### config.mk
export PLATFORM = sky130hd
export DESIGN_NAME = morse_pattern_tx
export DESIGN_NICKNAME = d
export VERILOG_FILES = /design/src/rtl/morse_pattern_tx.sv
export SDC_FILE = /design/constraint.sdc
export NUM_CORES = 1
export LEC_CHECK = 0
export BUFFER_PORTS_ARGS = -buffer_cell sky130_fd_sc_hd__buf_2
export CORE_MARGIN = 2
export CORE_UTILIZATION = 28
export CTS_CLUSTER_DIAMETER = 150
export DETAILED_ROUTE_END_ITERATION = 10
export SLEW_MARGIN = 40
export SYNTH_ARGS = -nofsm -noshare
export SYNTH_HDL_FRONTEND = slang
export SYNTH_SLANG_ARGS = --single-unit
### constraint.sdc
create_clock -name CLOCK_50 -period 2.8 [get_ports CLOCK_50]
set_input_delay 0.28 -clock CLOCK_50 [delete_from_list [all_inputs] [get_ports CLOCK_50]]
set_output_delay 0.28 -clock CLOCK_50 [all_outputs]
set_load 0.05 [all_outputs]
### src/rtl/morse_pattern_tx.sv
// Timed MSB-first on/off pattern serializer with loop, gap and abort.
// Define MORSE_ROM_EN to source pattern/length from a SEL-indexed table.
module morse_pattern_tx #(
  parameter int TICK_DIV  = 25000000,
  parameter int PAT_W     = 16,
  parameter int LEN_W     = 5,
  parameter int GAP_UNITS = 3
) (
  input  logic             CLOCK_50,
  input  logic             RESETN,
  input  logic             START,
  input  logic             ABORT,
  input  logic             LOOP,
  input  logic [PAT_W-1:0] PATTERN,
  input  logic [LEN_W-1:0] LENGTH,
  input  logic [2:0]       SEL,
  output logic             OUT,
  output logic             BUSY,
  output logic             DONE,
  output logic [LEN_W-1:0] BIT_IDX
);

  localparam int CNT_W = (TICK_DIV > 1) ? $clog2(TICK_DIV) : 1;
  localparam int GAP_W = (GAP_UNITS > 1) ? $clog2(GAP_UNITS) : 1;
  localparam logic [LEN_W:0] PAT_W_L = (LEN_W+1)'(PAT_W);

  typedef enum logic [1:0] {
    S_IDLE,
    S_SEND,
    S_GAP
  } state_e;

  state_e             state_q, state_d;
  logic [CNT_W-1:0]   cnt_q, cnt_d;
  logic [GAP_W-1:0]   gap_q, gap_d;
  logic [PAT_W-1:0]   pat_q, pat_d;
  logic [PAT_W-1:0]   shift_q, shift_d;
  logic [LEN_W-1:0]   len_q, len_d;
  logic [LEN_W-1:0]   idx_q, idx_d;
  logic               out_q, out_d;
  logic               busy_q, busy_d;
  logic               done_q, done_d;

  logic [PAT_W-1:0]   req_pat;
  logic [LEN_W-1:0]   req_len;
  logic               unused_in;
  logic               tick;
  logic               last;

`ifdef MORSE_ROM_EN
  always_comb begin
    req_pat = '0;
    req_len = '0;
    unique case (SEL)
      3'd0: begin
        req_pat = {10'b1101101011, {(PAT_W-10){1'b0}}};
        req_len = LEN_W'(10);
      end
      3'd1: begin
        req_pat = {6'b101101, {(PAT_W-6){1'b0}}};
        req_len = LEN_W'(6);
      end
      3'd2: begin
        req_pat = {5'b10101, {(PAT_W-5){1'b0}}};
        req_len = LEN_W'(5);
      end
      3'd3: begin
        req_pat = {2'b11, {(PAT_W-2){1'b0}}};
        req_len = LEN_W'(2);
      end
      3'd4: begin
        req_pat = {6'b101011, {(PAT_W-6){1'b0}}};
        req_len = LEN_W'(6);
      end
      3'd5: begin
        req_pat = {8'b10101011, {(PAT_W-8){1'b0}}};
        req_len = LEN_W'(8);
      end
      3'd6: begin
        req_pat = {7'b1011011, {(PAT_W-7){1'b0}}};
        req_len = LEN_W'(7);
      end
      3'd7: begin
        req_pat = {9'b110101011, {(PAT_W-9){1'b0}}};
        req_len = LEN_W'(9);
      end
      default: ;
    endcase
  end
  assign unused_in = ^{PATTERN, LENGTH};
`else
  assign req_pat = PATTERN;
  assign req_len = ({1'b0, LENGTH} > PAT_W_L)
                 ? LEN_W'(PAT_W) : LENGTH;
  assign unused_in = ^SEL;
`endif

  assign tick = (cnt_q == CNT_W'(TICK_DIV-1));
  assign last = (idx_q == len_q - 1'b1);

  always_comb begin
    state_d = state_q;
    cnt_d   = tick ? '0 : cnt_q + 1'b1;
    gap_d   = gap_q;
    pat_d   = pat_q;
    shift_d = shift_q;
    len_d   = len_q;
    idx_d   = idx_q;
    out_d   = out_q;
    busy_d  = busy_q;
    done_d  = 1'b0;
    if (ABORT) begin
      state_d = S_IDLE;
      out_d   = 1'b0;
      busy_d  = 1'b0;
      idx_d   = '0;
      gap_d   = '0;
    end else begin
      unique case (state_q)
        S_IDLE: begin
          if (START && req_len != '0) begin
            state_d = S_SEND;
            pat_d   = req_pat;
            len_d   = req_len;
            shift_d = req_pat;
            out_d   = req_pat[PAT_W-1];
            busy_d  = 1'b1;
            idx_d   = '0;
            cnt_d   = '0;
          end
        end
        S_SEND: begin
          if (tick) begin
            if (!last) begin
              shift_d = shift_q << 1;
              out_d   = shift_q[PAT_W-2];
              idx_d   = idx_q + 1'b1;
            end else if (!LOOP) begin
              state_d = S_IDLE;
              out_d   = 1'b0;
              busy_d  = 1'b0;
              idx_d   = '0;
              done_d  = 1'b1;
            end else if (GAP_UNITS > 0) begin
              state_d = S_GAP;
              out_d   = 1'b0;
              idx_d   = '0;
              gap_d   = '0;
            end else begin
              shift_d = pat_q;
              out_d   = pat_q[PAT_W-1];
              idx_d   = '0;
            end
          end
        end
        S_GAP: begin
          if (tick) begin
            if (gap_q == GAP_W'(GAP_UNITS-1)) begin
              state_d = S_SEND;
              shift_d = pat_q;
              out_d   = pat_q[PAT_W-1];
              cnt_d   = '0;
              gap_d   = '0;
            end else begin
              gap_d = gap_q + 1'b1;
            end
          end
        end
        default: state_d = S_IDLE;
      endcase
    end
  end

  always_ff @(posedge CLOCK_50 or negedge RESETN) begin
    if (!RESETN) begin
      state_q <= S_IDLE;
      cnt_q   <= '0;
      gap_q   <= '0;
      pat_q   <= '0;
      shift_q <= '0;
      len_q   <= '0;
      idx_q   <= '0;
      out_q   <= 1'b0;
      busy_q  <= 1'b0;
      done_q  <= 1'b0;
    end else begin
      state_q <= state_d;
      cnt_q   <= cnt_d;
      gap_q   <= gap_d;
      pat_q   <= pat_d;
      shift_q <= shift_d;
      len_q   <= len_d;
      idx_q   <= idx_d;
      out_q   <= out_d;
      busy_q  <= busy_d;
      done_q  <= done_d;
    end
  end

  assign OUT     = out_q;
  assign BUSY    = busy_q;
  assign DONE    = done_q;
  assign BIT_IDX = idx_q;

endmodule

==> results of run 1 <==
## logic make-up (layout without fill, tap and decap cells)
family,Yosys count,count (layout),synth area share
compound gates,69,69,0.122
xor+xnor,30,30,0.0661
fa+ha+maj,7,7,0.0220
buf+inv,27,69,0.0290
flops,73,73,0.460
mux,34,34,0.105
simple gates,148,148,0.196
## routing by layer
layer | vias to the layer above | wire (microns) | global-route usage
met5 | - | 0 | 0
met4 | 0 | 182 | 0.0511
met3 | 11 | 281 | 0.0258
met2 | 48 | 3850 | 0.185
met1 | 1454 | 4230 | 0.169
li1 | 1447 | - | -
## cell type report
class / count / area [sq um] / area share
repair buffers: 43 / 262 / 0.0557
well taps: 180 / 225 / 0.0479
clock buffers: 10 / 239 / 0.0509
clock inverters: 6 / 72.6 / 0.0154
flip-flops and latches: 73 / 1830 / 0.389
multi-input cells: 288 / 2040 / 0.433
inverters: 10 / 37.5 / 0.00799
## critical path, cell delays in order, from the launching register on
cell and delay, ns:
dfrtp_1 0.42, inv_1 0.07, ha_1 0.18, nor4bb_1 0.30, o211ai_1 0.16, a311oi_4 0.35, nor2_2 0.11, o211ai_4 0.20
buf_12 0.19, mux2_2 0.35
## final timing paths
path / startpoint / to / slack [ns] / depth (start not counted)
worst max register to register: len_q[0]$_DFFE_PN0P_ / shift_q[2]$_DFFE_PN0P_ / 0.34 / 9
worst min-delay path: PATTERN[12] / pat_q[12]$_DFFE_PN0P_ / 0.19 / 2
worst min register to register: gap_q[0]$_DFFE_PN0P_ / gap_q[0]$_DFFE_PN0P_ / 0.48 / 1
worst max-delay path: len_q[0]$_DFFE_PN0P_ / shift_q[2]$_DFFE_PN0P_ / 0.34 / 9
min in group asynchronous: RESETN / shift_q[3]$_DFFE_PN0P_ / 0.53 / 2
max in group asynchronous: RESETN / len_q[0]$_DFFE_PN0P_ / 1.79 / 2
## registers in the layout, summed over array words and instances, names as in the netlist
signal / count
BIT_IDX: 5
shift_q: 15
pat_q: 16
DONE: 1
cnt_q: 25
len_q: 5
state_q: 2
gap_q: 2
BUSY: 1
OUT: 1
## layout by cell type, fill, tap and decap left out, types with 4 or more instances in the layout
| cell | instances |
|---|---|
| and3_1 | 6 |
| nor3_1 | 5 |
| and2_1 | 4 |
| mux2_2 | 22 |
| nor2_1 | 54 |
| nand2_1 | 20 |
| a21oi_1 | 20 |
| nor2b_1 | 6 |
| buf_4 | 8 |
| a22oi_1 | 14 |
| dfrtp_1 | 73 |
| ha_1 | 6 |
| clkbuf_16 | 9 |
| nand3_1 | 15 |
| mux2_4 | 10 |
| inv_1 | 10 |
| nand4_1 | 8 |
| buf_2 | 32 |
| o21ai_0 | 13 |
| xor2_1 | 17 |
| nand2b_1 | 9 |
| xnor2_1 | 13 |
## metrics by stage
step | cells | power (mW) | util
floorplan | 388 | 2.25 | -
global placement | 593 | 2.48 | 0.315
detailed placement | 593 | 2.52 | 0.315
CTS | 610 | 3.73 | 0.338
global route | 610 | 3.91 | 0.338
finish | 610 | 3.68 | 0.338
## power groups by stage
stage | registers (mW) | logic (mW) | clock network, mW
floorplan | 1.48 | 0.773 | 0
global placement | 1.49 | 0.987 | 0
detailed placement | 1.50 | 1.02 | 0
CTS | 1.48 | 1.02 | 1.23
global route | 1.51 | 1.12 | 1.27
finish | 1.49 | 1.01 | 1.19
==> results.md, run 1 <==
- Tightest Pin Transition: 0.673 ns
- Post-DP HPWL: 5.86 mm
- Number of global-route vias before repair: 2977
- Largest net degree at the start of global routing: 74
- Routability cong.: 0.744
- Final WS setup: 0.341 ns
- Dominant cells by area after synthesis: dfrtp_1, mux2_2, nor2_1
- Grt ovf: 0
- Top cells by count, synth: dfrtp_1, nor2_1, mux2_2
- Cells after synthesis: 388
- Sw Share: 0.307
- CTS Buf Count: 9
- Antenna cells: 0
- Vias per cell: 4.85
- Die area: 15200 sq um
- Clock sink count: 73
- Internal power: 2.55 mW
- Hold crit path type: in2reg
- Combinational group share of total power: 0.274
- Post-CTS Setup Bufs: 0
- Clk Latency, worst-skew pair: 0.34 ns
- Worst setup SP type: flip-flop
- RSZ-0062 raised after global routing: false
- I/O Buffers: 33
- Synth warn: 0
- Initial antenna violation count: 0
- Hold_ws: 0.192 ns
- Post-Place Cell Area: 4380 sq um
- Layout area overhead: 18.2%
- Status: completed
- Post-route cell area: 4700 sq um
- Final net count: 461
- Clock group share of total power: 0.323
- Number of synthesized flops with an enable pin: 0
- Count leader, synth: dfrtp_1
- Worst Path Required: 3.02 ns
- GRT Total Usage: 0.122
- Sw Pwr: 1.13 mW
- CP Capture Type: flip-flop
- WL final: 8.54 mm
- Max-slew violations: 0
- Post-Syn Area: 3980 sq um
- Arrival @ worst endpoint: 2.67 ns
- Library cells used by synthesis: 59
- Leakage power: 2.07 nW
- Post-CTS Hold Buffers: 1
- WL per Instance: 14.0 microns
- Fraction of final layout cells sized beyond drive strength 1: 0.240
- Residual DRC: 0
- Sequential share of the synthesized area: 0.460
- Rows: 43
- Die height: 123 microns
- Synthesized net count: 424
- Worst IR Drop VDD: 337 uV
- Clock transition at path regs: 0.06 ns
- Slew HR: 0.552
- WS Path Type: reg2reg
- Fmax: 407 MHz
- Most used DFF post-synth: dfrtp_1
- Avg Cell Area, Syn: 10.2 sq um
- Drt initial violations: 274
- Pwr/cell area: 784 nW/um^2
- Tcrit/Tclk final: 0.878
- Synth area leader: dfrtp_1
- IO Count: 37
- Sequential share of power: 0.403
- CTS resizes: 0
- CTS tree: yes
- Filler instances: 1415
- TNS Setup: 0 ns
- Final number of setup-violating endpoints: 0
- Max-Cap Viols: 0
- Ys async rst share: 1.00
- DRT antenna net count: 0
- Worst-path maximum fanout: 15
- First-pass GRT wire length: 14.6 mm
- Clock buffer depth: 2
- Initial core utilization: 0.286
- CTS HTree Levels: 3
- Hold Vio Cnt, Final: 0
- Area share of the largest cell type after synthesis: 0.460
- Synth Register Bits: 73
- Root buffer cell: clkbuf_16
- Clk_skew: 0.00948 ns
- Tmin final: 2.46 ns
- DR pass1 iterations: 6
- Place WS: 0.359 ns
- Die W: 123 microns
- Vias: 2960
- Core ar.: 13900 sq um
Power figures use the tool's default switching activity.
==> run 2, diff against run 1 <==
- CORE_UTILIZATION: 28 -> 40
==> run 2 against run 1 <==
First-iteration DRC count fell by 50%. Combinational power barely moved. Power fell by 8.7%. Hold slack got worse by 0.026 ns. Critical path depth did not move. Critical endpoint is now shift_q[3]$_DFFE_PN0P_.
==> results.md, run 2 (synthesis gave the netlist of run 1 again) <==
- RSZ-0062 raised after global routing: false
- Post-route cell area: 4530 sq um
- Core ar.: 9730 sq um
- Worst setup SP type: flip-flop
- Final number of setup-violating endpoints: 0
- Leakage power: 2.02 nW
- Routability cong.: 0.817
- Root buffer cell: clkbuf_8
- Fmax: 408 MHz
- Hold crit path type: in2reg
- DRT antenna net count: 0
- Max-Cap Viols: 0
- CP Capture Type: flip-flop
- CTS Buf Count: 9
- Antenna cells: 0
- Most frequent cells in the layout: dfrtp_1, nor2_1, buf_2
- Fin util: 0.465
- CTS tree: yes
- Post-Place Cells: 543
- WS Path Type: reg2reg
- Tightest Pin Transition: 0.666 ns
- Clock buffer depth: 2
- Tcrit/Tclk final: 0.875
- Finished Layout Cells: 560
- Drt initial violations: 136
- Arrival @ worst endpoint: 2.69 ns
- Layout area overhead: 13.9%
- IO Count: 37
- GRT Total Usage: 0.160
- Final net count: 458
- Initial core utilization: 0.409
- Post-DP HPWL: 5.29 mm
- Clock transition at path regs: 0.09 ns
- Grt ovf: 0
- WL final: 8.00 mm
- Clk_skew: 0.0112 ns
- Worst Path Required: 3.04 ns
- Worst-path maximum fanout: 15
- I/O Buffers: 33
- Filler instances: 949
- Biggest register: cnt_q
- CTS HTree Levels: 3
- TNS Setup: 0 ns
- Number of global-route vias before repair: 2955
- Post-Place Cell Area: 4310 sq um
- Status: completed
- Clock sink count: 73
- Worst IR Drop VDD: 390 uV
- Final WS setup: 0.349 ns
- Hold_ws: 0.166 ns
- Largest net degree at the start of global routing: 74
- Total Power: 3.36 mW
- Vias per cell: 5.20
- Initial antenna violation count: 0
- Place WS: 0.362 ns
- Most common cell after layout, fill and taps aside: dfrtp_1
- Pwr/cell area: 743 nW/um^2
- Die height: 104 microns
- Clk Latency, worst-skew pair: 0.35 ns
- Die W: 104 microns
- Slew HR: 0.556
- Max FFs per register: 25
- Residual DRC: 0
- Die area: 10800 sq um
- DR pass1 iterations: 4
- Vias: 2910
- Fraction of final layout cells sized beyond drive strength 1: 0.234
- WL per Instance: 14.3 microns
- Tmin final: 2.45 ns
- First-pass GRT wire length: 14.1 mm
- Rows: 36
- Biggest regs: cnt_q: 25 flops, pat_q: 16 flops, shift_q: 15 flops
- Max-slew violations: 0
- Hold Vio Cnt, Final: 0
==> run 2: changes by cell type in the layout (fill, tap and decap cells not counted) <==
cell and change:
clkbuf_16 -9, buf_4 -4, buf_12 +1, clkbuf_8 +8, inv_6 -1, inv_8 +2
==> run 2: cell type report <==
type	instances	area, sq um	share of cell area
clock buffers	9	124	0.0274
clock inverters	7	86.3	0.0191
inverters	10	37.5	0.00829
multi-input cells	288	2040	0.450
flip-flops and latches	73	1830	0.403
well taps	133	166	0.0368
repair buffers	40	251	0.0555
==> run 2: where the power goes <==
part           switching [mW]  internal (mW)  total [mW]
clock                   0.446          0.432       0.878
combinational           0.496          0.508        1.00
sequential              0.168           1.31        1.48
==> run 2: layer usage <==
layer / track usage / vias to the layer above / part of all wire
met3: 0.0441 / 6 / 0.037
li1: - / 1432 / -
met1: 0.211 / 1431 / 0.48
met2: 0.264 / 41 / 0.47
met5: 0 / - / 0
met4: 0.0386 / 0 / 0.0072
==> run 2: timing repair <==
action / 4_1_cts / 5_1_grt
buffers inserted: 0 / 0
hold buffers: 1 / 0
endpoints found under the hold margin: 73 / 0
resized for setup: 0 / 0
==> run 2: final timing paths <==
| path | start | end | slack [ns] | cells after the start |
|---|---|---|---|---|
| worst max-delay path | len_q[0]$_DFFE_PN0P_ | shift_q[3]$_DFFE_PN0P_ | 0.35 | 9 |
| worst min-delay path | PATTERN[8] | pat_q[8]$_DFFE_PN0P_ | 0.17 | 2 |
| worst min register to register | gap_q[0]$_DFFE_PN0P_ | gap_q[0]$_DFFE_PN0P_ | 0.49 | 1 |
| max in group asynchronous | RESETN | state_q[1]$_DFFE_PN0P_ | 1.83 | 2 |
| worst max register to register | len_q[0]$_DFFE_PN0P_ | shift_q[3]$_DFFE_PN0P_ | 0.35 | 9 |
| min in group asynchronous | RESETN | BIT_IDX[1]$_DFFE_PN0P_ | 0.51 | 2 |
==> run 2: worst max-delay path: stages (launching register included) <==
cell and delay [ns]:
dfrtp_1 0.43, inv_1 0.07, ha_1 0.17, nor4bb_1 0.28
o211ai_1 0.16, a311oi_4 0.37, nor2_2 0.11, o211ai_4 0.19
buf_12 0.19, mux2_2 0.34
